File: src/rtl/motor_pwm_bridge.sv
// motor_pwm_bridge: dual H-bridge PWM with slew-limited ramping, reversal through zero and dead time; MOTOR_PWM_BRAKE_EN selects short-brake at zero magnitude
module motor_pwm_bridge #(
    parameter int PRESC        = 50,
    parameter int RAMP_PERIODS = 4,
    parameter int DEAD_PERIODS = 2
) (
    input  logic       clk_clk,
    input  logic       reset_reset,
    input  logic [7:0] cmd_izq,
    input  logic [7:0] cmd_der,
    output logic       izq_in1,
    output logic       izq_in2,
    output logic       der_in1,
    output logic       der_in2,
    output logic       busy_izq,
    output logic       busy_der
);
    localparam logic [15:0] PRESC_MAX = 16'(PRESC - 1);
    localparam logic [15:0] RAMP_MAX  = 16'(RAMP_PERIODS - 1);
    localparam logic [7:0]  DEAD_LD   = 8'(DEAD_PERIODS - 1);
    typedef enum logic [1:0] {RUN, DOWN, DEAD} state_t;
    logic [15:0] presc_cnt, ramp_cnt;
    logic [6:0]  pwm_cnt;
    logic        tick, period_end, strobe;
    assign tick       = presc_cnt == PRESC_MAX;
    assign period_end = tick & (pwm_cnt == 7'd126);
    assign strobe     = period_end & (ramp_cnt == RAMP_MAX);
    // shared prescaler, 127-step PWM counter and ramp divider
    always_ff @(posedge clk_clk or posedge reset_reset)
        if (reset_reset) begin
            presc_cnt <= '0;
            pwm_cnt   <= '0;
            ramp_cnt  <= '0;
        end else begin
            presc_cnt <= tick ? '0 : presc_cnt + 16'd1;
            if (tick) pwm_cnt <= (pwm_cnt == 7'd126) ? '0 : pwm_cnt + 7'd1;
            if (period_end) ramp_cnt <= strobe ? '0 : ramp_cnt + 16'd1;
        end
    for (genvar c = 0; c < 2; c++) begin : ch
        logic [7:0] cmd;
        state_t     state, state_n;
        logic [6:0] cur_mag, mag_n, tgt_mag;
        logic       cur_dir, dir_n, tgt_dir;
        logic [7:0] dead_cnt, dead_n;
        logic       pwm_on, in1_n, in2_n, busy_n, in1, in2, busy;
        assign cmd = (c == 0) ? cmd_izq : cmd_der;
        // channel state, latched setpoint and registered bridge outputs
        always_ff @(posedge clk_clk or posedge reset_reset)
            if (reset_reset) begin
                state    <= RUN;
                cur_mag  <= '0;
                cur_dir  <= 1'b0;
                dead_cnt <= '0;
                tgt_mag  <= '0;
                tgt_dir  <= 1'b0;
                in1      <= 1'b0;
                in2      <= 1'b0;
                busy     <= 1'b0;
            end else begin
                state    <= state_n;
                cur_mag  <= mag_n;
                cur_dir  <= dir_n;
                dead_cnt <= dead_n;
                if (period_end) {tgt_dir, tgt_mag} <= cmd;
                in1      <= in1_n;
                in2      <= in2_n;
                busy     <= busy_n;
            end
        // decisions use the word being latched this period_end, so a new setpoint acts from the next period
        always_comb begin
            state_n = state;
            mag_n   = cur_mag;
            dir_n   = cur_dir;
            dead_n  = dead_cnt;
            if (period_end)
                case (state)
                    RUN:
                        if (strobe) begin
                            if (cmd[7] == cur_dir)
                                mag_n = (cur_mag < cmd[6:0]) ? cur_mag + 7'd1 :
                                        (cur_mag > cmd[6:0]) ? cur_mag - 7'd1 : cur_mag;
                            else if (cur_mag != '0)
                                state_n = DOWN;
                            else begin
                                state_n = DEAD;
                                dead_n  = DEAD_LD;
                            end
                        end
                    DOWN:
                        if (cmd[7] == cur_dir)
                            state_n = RUN;
                        else if (strobe) begin
                            mag_n = cur_mag - 7'd1;
                            if (cur_mag == 7'd1) begin
                                state_n = DEAD;
                                dead_n  = DEAD_LD;
                            end
                        end
                    DEAD:
                        if (dead_cnt == '0) begin
                            state_n = RUN;
                            dir_n   = cmd[7];
                        end else
                            dead_n = dead_cnt - 8'd1;
                    default: state_n = RUN;
                endcase
        end
        // PWM compare, direction steering with coast in DEAD, and busy flag
        always_comb begin
            pwm_on = pwm_cnt < cur_mag;
`ifdef MOTOR_PWM_BRAKE_EN
            in1_n  = (state != DEAD) & ((pwm_on & ~cur_dir) | ((state == RUN) & (cur_mag == '0)));
            in2_n  = (state != DEAD) & ((pwm_on & cur_dir) | ((state == RUN) & (cur_mag == '0)));
`else
            in1_n  = pwm_on & ~cur_dir & (state != DEAD);
            in2_n  = pwm_on & cur_dir & (state != DEAD);
`endif
            busy_n = (state != RUN) | (cur_mag != tgt_mag) | (cur_dir != tgt_dir);
        end
    end
    assign izq_in1  = ch[0].in1;
    assign izq_in2  = ch[0].in2;
    assign busy_izq = ch[0].busy;
    assign der_in1  = ch[1].in1;
    assign der_in2  = ch[1].in2;
    assign busy_der = ch[1].busy;
endmodule

File: config.mk
export PLATFORM = sky130hd
export DESIGN_NAME = motor_pwm_bridge
export DESIGN_NICKNAME = d
export VERILOG_FILES = /design/src/rtl/motor_pwm_bridge.sv
export SDC_FILE = /design/constraint.sdc
export NUM_CORES = 1
export LEC_CHECK = 0
export ABC_AREA = 1
export CORE_UTILIZATION = 55
export DETAILED_ROUTE_END_ITERATION = 10
export HOLD_SLACK_MARGIN = 0.05
export PLACE_DENSITY = 0.84
export SYNTH_ARGS = -nofsm -noshare
export SYNTH_HDL_FRONTEND = slang
export SYNTH_SLANG_ARGS = --single-unit
File: constraint.sdc
create_clock -name clk_clk -period 2.9 [get_ports clk_clk]
set_input_delay 0.29 -clock clk_clk [delete_from_list [all_inputs] [get_ports clk_clk]]
set_output_delay 0.29 -clock clk_clk [all_outputs]
set_load 0.01 [all_outputs]
==> results of run 1 <==
## cells in the mapped netlist (all sizes together)
| cell | n |
|---|---|
| nand4 | 27 |
| a2111oi | 4 |
| and3 | 1 |
| o21ai | 54 |
| buf | 8 |
| o22ai | 2 |
| o31ai | 1 |
| nor4 | 1 |
| nor3 | 17 |
| nand3b | 2 |
| nand3 | 73 |
| clkinv | 3 |
| a21o | 2 |
| clkbuf | 5 |
| o211ai | 7 |
| a221oi | 1 |
| a21boi | 1 |
| xor2 | 30 |
| a21oi | 28 |
| ha | 43 |
| a211oi | 2 |
| inv | 127 |
| nand2 | 232 |
| dfrtp | 97 |
| a31oi | 1 |
| xnor2 | 8 |
| nor2 | 106 |
| or2 | 5 |
| o21a | 2 |
## per-stage QoR
stage / total power (µW) / area (µm²) / hold slack [ns]
2_1_floorplan: 1450 / 6610 / 0.400
3_3_place_gp: 1510 / 6990 / 0.453
3_5_place_dp: 1510 / 6990 / 0.450
4_1_cts: 2790 / 7310 / 0.413
5_1_grt: 2860 / 7310 / 0.477
6_report: 2770 / 7310 / 0.394
## cells in the final DEF, fill, tap and decap left out, types with 5 or more instances in the layout
master / instances
nand4_1: 27
clkbuf_16: 9
nand2_1: 221
nand3_1: 67
xor2_1: 30
nor2_1: 90
nor2_4: 9
ha_1: 43
or2_2: 5
a21oi_1: 27
nor2_2: 6
inv_1: 122
nor3_1: 16
xnor2_1: 8
nand2_2: 9
o21ai_2: 5
o21ai_0: 45
dfrtp_1: 97
clkdlybuf4s50_1: 23
o211ai_1: 7
## worst max-delay path by stage
stage,startpoint,endpoint,slack (ns),cells after the start
after floorplan,reset_reset,busy_der$_DFF_PP0_,0.08,1
after global placement,cmd_izq[6],ch[0].cur_mag[6]$_DFFE_PP0P_,0.61,10
after detailed placement,cmd_izq[6],ch[0].cur_mag[6]$_DFFE_PP0P_,0.54,10
after CTS,pwm_cnt[0]$_DFFE_PP0N_,ch[0].dead_cnt[2]$_DFFE_PP0P_,0.63,11
after global routing,pwm_cnt[0]$_DFFE_PP0N_,ch[0].dead_cnt[3]$_DFFE_PP0P_,0.40,12
final,pwm_cnt[0]$_DFFE_PP0N_,ch[0].dead_cnt[3]$_DFFE_PP0P_,0.62,12
## metal layers
metal  track usage [%]  vias up  share of wire [%]
li1                  -     2924                  -
met1              32.2     2660                 48
met2              39.0      144                 46
met3              3.59       18                4.2
met4              10.3        0                1.9
met5                 0        -                  0
## layout make-up
type                    count  area [µm²]  area share (%)
multi-input cells         650        3620            49.5
flip-flops and latches     97        2430            33.2
inverters                 130         497            6.79
repair buffers             27         273            3.73
clock buffers              10         239            3.27
well taps                 143         179            2.45
clock inverters             5        80.1            1.09
## power by group
part | internal (µW) | switching (µW) | total (µW)
clock | 773 | 512 | 1290
sequential | 1360 | 1.81 | 1360
combinational | 50.9 | 75.8 | 127
total | 2180 | 590 | 2770
## cell families (layout without fill, tap and decap cells)
family / count (synthesis) / in the layout / synth area share [%]
and+or+nand+nor: 464 / 464 / 32.3
buffers and inverters: 143 / 172 / 8.59
AOI/OAI and AO/OA: 105 / 105 / 9.19
DFF: 97 / 97 / 36.7
adders and majority gates: 43 / 43 / 8.13
xor gates and xnor gates: 38 / 38 / 5.03
## critical path: stages, from the launching register on
cell	delay [ns]
dfrtp_1	0.42
inv_1	0.12
ha_1	0.15
nand3_1	0.08
nor2_2	0.25
nand3_4	0.26
clkinv_4	0.20
nand2_1	0.15
nand2_2	0.23
nand3_2	0.17
nand2_1	0.09
nand2_1	0.05
inv_1	0.04
## flip-flops by register name (all words and copies together), names as in the netlist
name	flops
ch.dead_cnt	16
presc_cnt	16
ramp_cnt	16
ch.cur_mag	14
ch.tgt_mag	14
pwm_cnt	7
ch.state	4
ch.cur_dir	2
ch.tgt_dir	2
busy_der	1
busy_izq	1
der_in1	1
der_in2	1
izq_in1	1
izq_in2	1
==> metrics.csv, run 1 <==
stage,metric,value,unit
timing,Slew @ Worst Pin,0.755,ns
detailed_routing,DR vias,5746,
clock_tree,setup bufs post-CTS,0,
synth,Ys Warns,0,
final_layout,Syn-to-layout area delta,10.6,%
timing,RSZ-0062 raised after global routing,no,
detailed_routing,DR WL/cell,13.2,µm
clock_tree,hold-fix buffers at CTS,0,
timing,PnR worst setup slack,0.621,ns
power,Leakage,0.00367,µW
final_layout,fraction of layout cells with a size suffix above 1,7.73,%
synth,Syn Inst Count,890,
final_layout,Layout fillers,998,
clock_tree,root buffer cell,clkbuf_16,
clock_tree,clk_lat worst skew,0.35,ns
detailed_routing,drt initial violations,484,
timing,setup tns final,0,ns
clock_tree,H-tree depth,3,
setup_path,FF-to-FF Start,pwm_cnt[0]$_DFFE_PP0N_,
synth,Synth Cell Area,6610,µm²
detailed_routing,DRT Wirelength,14000,µm
synth,Synth Net Count,951,
timing,fin crit period,2.28,ns
setup_path,Setup crit start kind,register,
synth,synth unique cells,45,
place,gpl congestion,0.898,
timing,Setup Viol. Count Final,0,
timing,Worst Skew,0.00459,ns
place,DP Worst Slack,0.542,ns
setup_path,critical path class,register to register,
final_layout,Nets,976,
timing,fmax,0.439,GHz
power,Pwr Density,379,nW/µm²
final_layout,fin util,63.2,%
clock_tree,CTS Sinks,97,
clock_tree,# resized after CTS,0,
power,Max IR drop VDD,0.274,mV
global_routing,vias in the first global route,5352,
setup_path,crit path max fanout,13,
clock_tree,TritonCTS clock tree,yes,
setup_path,type of destination of the critical path,register,
global_routing,Total GRT Usage,24.1,%
floorplan,Site Rows,39,
global_routing,initial antenna violation count,0,
timing,Pins Over Slew Limit,0,
setup_path,R2R Setup Slk,0.62,ns
clock_tree,clock-pin transition on the worst setup and hold timing paths,0.07,ns
detailed_routing,Via-to-Cell Ratio,5.41,
synth,sequential fraction of the synthesis area,36.7,%
clock_tree,clk buf depth,2,
outcome,failing checks,DRC,
setup_path,r2r worst-path depth,12,
setup_path,"Data required, critical path",3.19,ns
timing,Slew HR,48.3,%
setup_path,Crit Reg-Reg Endpoint,ch[0].dead_cnt[3]$_DFFE_PP0P_,
setup_path,CP arrival,2.57,ns
final_layout,diodes inserted,0,
synth,top cell type by total area after synthesis,dfrtp_1,
timing,final hold violations,0,
synth,#FFs+latches synth,97,
floorplan,die area,12500,µm²
detailed_routing,Post-DRT Antenna Nets,0,
place,Port Buffers,23,
worst_hold_path,Hold Path Class,input pin to async pin,
detailed_routing,DR pass1 iterations,8,
detailed_routing,DRC,1,
job,max cap viols,0,
synth,synth top area cells,"dfrtp_1, nand2_1, ha_1",
final_layout,Final Non-Filler Cells,1062,
place,placed insts,1047,
global_routing,first-pass GRT wire length,24300,µm
floorplan,Die Y,112,µm
outcome,status,"finished, violations left",
floorplan,Core Area,11600,µm²
synth,Avg Inst Size Synth,7.43,µm²
floorplan,width of the chip,112,µm
floorplan,Initial Util,57.2,%
place,dpl hpwl,10300,µm
timing,Tcrit/Tclk final,78.6,%
global_routing,remaining global-route overflow,0,
synth,post-synth top area share,36.7,%
floorplan,IO Pins,24,
global_routing,largest net degree at the start of global routing,52,
clock_tree,number of buffers created by CTS,9,
(Power assumes the default switching activity.)
==> run 2, diff against run 1 <==
==> constraint.sdc (replaced) <==
create_clock -name clk_clk -period 1.95 [get_ports clk_clk]
set_input_delay 0.195 -clock clk_clk [delete_from_list [all_inputs] [get_ports clk_clk]]
set_output_delay 0.195 -clock clk_clk [all_outputs]
set_load 0.01 [all_outputs]
==> metrics.csv, run 2 (same netlist as run 1, synthesis figures left out) <==
stage,metric,value,unit,change
global_routing,largest net degree at the start of global routing,98,,+88%
place,gpl congestion,0.933,,+3.8%
setup_path,r2r worst-path depth,14,,+2
floorplan,IO Pins,24,,unchanged
power,Leakage,0.00411,µW,+12%
timing,final hold violations,0,,unchanged
clock_tree,H-tree depth,3,,unchanged
setup_path,critical path startpoint,presc_cnt[1]$_DFF_PP0_,,
timing,Tcrit/Tclk final,101,%,+22 points
timing,WHS,0.318,ns,-0.0757 ns
timing,Setup Viol. Count Final,2,,+2
final_layout,biggest regs,"ch.dead_cnt (16), presc_cnt (16), ramp_cnt (16)",,
power,Power Total,3980,µW,+44%
timing,Worst Skew,0.0106,ns,+0.00602 ns
final_layout,fraction of layout cells with a size suffix above 1,18.8,%,+11 points
setup_path,Setup crit start kind,register,,
power,Pwr Density,491,nW/µm²,+30%
place,DP Worst Slack,-0.333,ns,-0.875 ns
detailed_routing,DRC,0,,-1
detailed_routing,drt initial violations,544,,+12%
place,Port Buffers,23,,unchanged
setup_path,crit path to,ch[1].state[0]$_DFFE_PP0P_,,
setup_path,Crit Reg-Reg Endpoint,ch[1].state[0]$_DFFE_PP0P_,,
place,dpl hpwl,11100,µm,+7.8%
clock_tree,TritonCTS clock tree,yes,,
setup_path,type of destination of the critical path,register,,
setup_path,CP arrival,2.22,ns,-0.35 ns
setup_path,"Data required, critical path",2.20,ns,-0.99 ns
outcome,failing checks,setup timing,,
clock_tree,clk_lat worst skew,0.35,ns,about the same
final_layout,most frequent cells in the layout,"nand2_1, inv_1, dfrtp_1",,
clock_tree,number of buffers created by CTS,9,,unchanged
setup_path,R2R Setup Slk,-0.02,ns,-0.64 ns
detailed_routing,Post-DRT Antenna Nets,0,,unchanged
final_layout,"commonest non-fill, non-tap cell in the layout",nand2_1,,
floorplan,Die Y,112,µm,unchanged
final_layout,diodes inserted,0,,unchanged
global_routing,remaining global-route overflow,0,,unchanged
detailed_routing,DR WL/cell,13.6,µm,+3.3%
setup_path,critical path class,register to register,,
floorplan,Site Rows,39,,unchanged
clock_tree,clock-pin transition on the worst setup and hold timing paths,0.07,ns,about the same
final_layout,Nets,1051,,+7.7%
floorplan,Initial Util,57.2,%,unchanged
job,max cap viols,0,,unchanged
final_layout,Syn-to-layout area delta,22.4,%,
detailed_routing,Via-to-Cell Ratio,5.41,,about the same
global_routing,first-pass GRT wire length,25800,µm,+6.4%
timing,PnR worst setup slack,-0.0167,ns,-0.638 ns
setup_path,crit path max fanout,6,,-7
floorplan,die area,12500,µm²,unchanged
place,placed insts,1112,,+6.2%
clock_tree,clk buf depth,2,,unchanged
timing,setup tns final,-0.0220,ns,-0.0220 ns
setup_path,FF-to-FF Start,presc_cnt[1]$_DFF_PP0_,,
timing,Slew @ Worst Pin,0.684,ns,-0.0713 ns
floorplan,Core Area,11600,µm²,unchanged
timing,fin crit period,1.97,ns,-0.312 ns
global_routing,Total GRT Usage,25.5,%,+1.4 points
global_routing,initial antenna violation count,0,,unchanged
timing,RSZ-0062 raised after global routing,yes,,
timing,Slew HR,53.2,%,+4.9 points
final_layout,Final Non-Filler Cells,1138,,+7.2%
global_routing,vias in the first global route,5825,,+8.8%
clock_tree,CTS Sinks,97,,unchanged
power,Max IR drop VDD,0.487,mV,+78%
detailed_routing,DRT Wirelength,15500,µm,+11%
clock_tree,root buffer cell,clkbuf_16,,
outcome,status,"finished, violations left",,
detailed_routing,DR pass1 iterations,5,,-3
timing,fmax,0.508,GHz,+16%
floorplan,width of the chip,112,µm,unchanged
detailed_routing,DR vias,6161,,+7.2%
timing,Pins Over Slew Limit,0,,unchanged
worst_hold_path,Hold Path Class,input pin to async pin,,
[run 2: cell count changes in the layout (fill, tap and decap cells not counted), moves of 4 or more]
cell     previous run  this run
nand3_2             4        11
buf_6               0         4
buf_4               3        72
nand2_4             2         7
nand3_4             2         6
nand3_1            67        56
nor2_2              6        11
nor2_1             90        80
nand2_2             9        16
nand2_1           221       210
nor2_4              9        14
[run 2: report_power, final]
| part | total (µW) | internal (µW) | switching, µW |
|---|---|---|---|
| sequential | 2020 | 2020 | 3.28 |
| combinational | 206 | 88.5 | 117 |
| clock | 1750 | 943 | 808 |
[run 2: repair_timing]
item                       4_1_cts  5_1_grt
hold buffers                     0        0
cloned                           0        1
setup buffers                    1       10
pin swaps                        0       29
setup endpoints to repair       16       55
resized for setup                5       55
[run 2: through the flow]
| step | cell area [µm²] | util [%] |
|---|---|---|
| 2_1_floorplan | 6620 | - |
| 3_3_place_gp | 7480 | 64.7 |
| 3_5_place_dp | 7480 | 64.7 |
| 4_1_cts | 7810 | 67.5 |
| 5_1_grt | 8100 | 70.0 |
| 6_report | 8100 | 70.0 |
[run 2: area by class of cell]
class                           count  area [µm²]
Multi-Input combinational cell    651        3840
Clock buffer                       11         253
Tap cell                          143         179
Timing Repair Buffer              101         856
Inverter                          130         505
Sequential cell                    97        2430
Fill cell                         863        3470
Clock inverter                      5        38.8
[run 2: layer usage]
layer	vias to the layer above	track usage, %	wire length (µm)
met5	-	0	0
met4	0	7.93	306
met3	34	4.30	687
met2	158	42.7	7500
met1	2891	33.6	7020
li1	3078	-	-
[run 2: critical path: stages, from the launching register on]
cell and delay, ns:
dfrtp_1 0.38, inv_1 0.06, ha_2 0.16, inv_2 0.04
nor2_4 0.11, nand2_2 0.07, nor2_4 0.14, nand3_4 0.17
nor2_4 0.23, nand2_2 0.09, nand2_4 0.09, buf_6 0.13
nand3_2 0.08, nand2_1 0.06, nand2_1 0.04
[run 2: how the worst min path moves through the flow]
stage / endpoint / slack (ns) / cells past startpoint / start
floorplan: ch[0].tgt_mag[0]$_DFFE_PP0N_ / 0.30 / 2 / cmd_izq[0]
global placement: izq_in1$_DFF_PP0_ / 0.45 / 1 / ch[0].cur_dir$_DFFE_PP0P_
detailed placement: izq_in1$_DFF_PP0_ / 0.45 / 1 / ch[0].cur_dir$_DFFE_PP0P_
CTS: ch[0].tgt_mag[4]$_DFFE_PP0N_ / 0.37 / 3 / reset_reset
global route: ch[0].tgt_mag[4]$_DFFE_PP0N_ / 0.42 / 3 / reset_reset
finish: ch[0].tgt_mag[4]$_DFFE_PP0N_ / 0.32 / 3 / reset_reset
==> run 3, diff against run 2 <==
--- a/config.mk
+++ b/config.mk
@@ -10,6 +10,7 @@
 export DETAILED_ROUTE_END_ITERATION = 10
 export HOLD_SLACK_MARGIN = 0.05
 export PLACE_DENSITY = 0.84
+export SETUP_SLACK_MARGIN = 0.3
 export SYNTH_ARGS = -nofsm -noshare
 export SYNTH_HDL_FRONTEND = slang
 export SYNTH_SLANG_ARGS = --single-unit
==> metrics.csv, run 3 (same netlist as run 1, synthesis figures left out) <==
stage,metric,value,unit,change
detailed_routing,DR WL/cell,17.2,µm,+26%
clock_tree,hold-fix buffers at CTS,0,,unchanged
outcome,failing checks,"DRC, setup timing",,
setup_path,Setup crit start kind,register,,
power,Comb pwr share,5.5,%,+0.3 points
detailed_routing,DRT Wirelength,19900,µm,+28%
timing,Slew @ Worst Pin,0.597,ns,-0.0869 ns
power,P_int,3160,µW,+3.8%
final_layout,Layout fillers,689,,-20%
detailed_routing,DRC,2,,+2
global_routing,largest net degree at the start of global routing,98,,unchanged
floorplan,Core Area,11600,µm²,unchanged
place,gpl congestion,0.913,,-2.1%
detailed_routing,DR vias,6758,,+9.7%
timing,RSZ-0062 raised after global routing,yes,,
power,Max IR drop VDD,0.493,mV,+1.1%
final_layout,Reg area,2430,µm²,+0.21%
setup_path,type of destination of the critical path,register,,
clock_tree,clk_lat worst skew,0.37,ns,+0.02 ns
timing,Slew HR,60.0,%,+6.8 points
final_layout,"commonest non-fill, non-tap cell in the layout",nand2_1,,
timing,PnR worst setup slack,-0.0797,ns,-0.0630 ns
clock_tree,CTS Sinks,97,,unchanged
floorplan,width of the chip,112,µm,unchanged
floorplan,IO Pins,24,,unchanged
power,register share of total power,49.3,%,-1.5 points
detailed_routing,Post-DRT Antenna Nets,0,,unchanged
global_routing,remaining global-route overflow,0,,unchanged
timing,Setup Viol. Count Final,12,,+10
setup_path,r2r worst-path depth,12,,-2
setup_path,crit path max fanout,7,,+1
setup_path,CP arrival,2.28,ns,+0.06 ns
floorplan,Die Y,112,µm,unchanged
floorplan,Initial Util,57.2,%,unchanged
place,dpl hpwl,11100,µm,-0.37%
power,Clock power frac,45.2,%,+1.2 points
global_routing,met3 Use GR,5.93,%,+1.6 points
timing,final hold violations,0,,unchanged
clock_tree,number of buffers created by CTS,9,,unchanged
power,sw power,941,µW,+1.4%
power,switching share of total power,22.9,%,-0.41 points
detailed_routing,Via-to-Cell Ratio,5.82,,+7.4%
timing,WHS,0.293,ns,-0.0251 ns
setup_path,FF-to-FF Start,ch[0].cur_mag[3]$_DFFE_PP0P_,,
final_layout,fin area,8810,µm²,+8.8%
timing,Pins Over Slew Limit,0,,unchanged
global_routing,first-pass GRT wire length,27300,µm,+5.6%
power,Leakage,0.00437,µW,+6.4%
clock_tree,H-tree depth,3,,unchanged
detailed_routing,DR pass1 iterations,11,,+6
detailed_routing,drt initial violations,844,,+55%
timing,fin crit period,2.03,ns,+0.0630 ns
global_routing,Total GRT Usage,27.2,%,+1.7 points
final_layout,most frequent cells in the layout,"nand2_1, inv_1, dfrtp_1",,
place,Port Buffers,23,,unchanged
final_layout,diodes inserted,0,,unchanged
clock_tree,clk buf depth,2,,unchanged
global_routing,vias in the first global route,5947,,+2.1%
final_layout,Syn-to-layout area delta,33.1,%,
global_routing,met1 global-route usage,34.0,%,+0.41 points
setup_path,"Data required, critical path",2.20,ns,about the same
clock_tree,clock-pin transition on the worst setup and hold timing paths,0.07,ns,about the same
final_layout,area of the multi-input gates,4250,µm²,+11%
clock_tree,root buffer cell,clkbuf_16,,
timing,Worst Skew,0.0123,ns,+0.00172 ns
timing,Tcrit/Tclk final,104,%,+3.2 points
global_routing,gr busiest metal,met2,,
power,Pwr Density,466,nW/µm²,-5.1%
job,max cap viols,0,,unchanged
outcome,status,"finished, violations left",,
setup_path,Crit Reg-Reg Endpoint,ch[0].cur_mag[2]$_DFFE_PP0P_,,
final_layout,biggest regs,"ch.dead_cnt (16), presc_cnt (16), ramp_cnt (16)",,
timing,fmax,0.493,GHz,-3.1%
setup_path,R2R Setup Slk,-0.08,ns,-0.06 ns
final_layout,fraction of layout cells with a size suffix above 1,27.0,%,+8.2 points
setup_path,critical path class,register to register,,
global_routing,initial antenna violation count,0,,unchanged
place,DP Area,7450,µm²,-0.47%
global_routing,routing usage on met2,45.9,%,+3.1 points
worst_hold_path,Hold Path Class,input pin to async pin,,
floorplan,die area,12500,µm²,unchanged
floorplan,Site Rows,39,,unchanged
final_layout,Nets,1076,,+2.4%
clock_tree,TritonCTS clock tree,yes,,
==> run 3: cell count changes in the layout (fill, tap and decap cells not counted), sizes merged <==
cell      change
buf          +22
bufinv        +1
clkbuf        +2
clkinv        -3
clkinvlp      -1
inv           +1
nand2         +2
==> run 3: cell type report <==
type / count / area share (%)
tap: 143 / 2.03
inverter: 130 / 5.74
timing repair buffer: 124 / 13.0
clock buffer: 12 / 2.91
clock inverter: 3 / 0.455
sequential: 97 / 27.6
multi-input combinational: 653 / 48.3
==> run 3: how the worst max path moves through the flow <==
stage | start | end | slack [ns] | cells after the start
global placement | cmd_izq[2] | ch[0].cur_mag[3]$_DFFE_PP0P_ | -0.13 | 13
CTS | presc_cnt[1]$_DFF_PP0_ | ch[1].cur_mag[1]$_DFFE_PP0P_ | 0.07 | 14
global route | pwm_cnt[0]$_DFFE_PP0N_ | ch[1].cur_mag[3]$_DFFE_PP0P_ | -0.13 | 12
detailed placement | cmd_izq[2] | ch[0].cur_mag[2]$_DFFE_PP0P_ | -0.26 | 14
finish | ch[0].cur_mag[3]$_DFFE_PP0P_ | ch[0].cur_mag[2]$_DFFE_PP0P_ | -0.08 | 12
floorplan | pwm_cnt[0]$_DFFE_PP0N_ | ch[1].dead_cnt[2]$_DFFE_PP0P_ | 0.22 | 12
==> run 3: routing by layer <==
layer  up-vias  part of all wire [%]
met5         -                     0
met4         0                   4.7
met3        94                   7.0
met2       322                    49
met1      3213                    39
li1       3129                     -
==> run 3: repair_timing <==
action | CTS | global route
setup endpoints to repair | 77 | 88
endpoints found under the hold margin | 0 | 0
pin swaps | 24 | 35
gates resized for setup | 64 | 108
cloned | 1 | 4
buffers inserted | 15 | 30
==> run 3: power groups by stage <==
stage	Clock, µW	Combinational, µW	Sequential [µW]
after floorplan	0	106	2060
after global placement	0	200	2060
after detailed placement	0	204	2060
after CTS	1850	217	2020
after global routing	1960	254	2020
final	1850	228	2020
==> run 3: metrics by stage <==
stage | TNS (ns) | setup slack, ns | total power (µW) | cells | utilization, %
final | -0.390 | -0.0797 | 4100 | 1162 | 76.1
after global routing | -2.82 | -0.132 | 4240 | 1162 | 76.1
after CTS | 0 | 0.0652 | 4090 | 1128 | 69.9
after detailed placement | -2.49 | -0.256 | 2260 | 1097 | 64.4
after global placement | -1.21 | -0.128 | 2260 | 1097 | 64.4
after floorplan | 0 | 0.216 | 2170 | 890 | -
==> run 3: worst max-delay path, cell delays in order (launching register included) <==
cell     delay, ns
dfrtp_1       0.51
ha_1          0.33
nand2_1       0.08
nor2_1        0.18
nand2_2       0.12
nand2_1       0.12
nand2_1       0.10
inv_1         0.12
nor2_4        0.05
nand2_4       0.08
nand2_1       0.08
nand2_1       0.08
inv_1         0.05
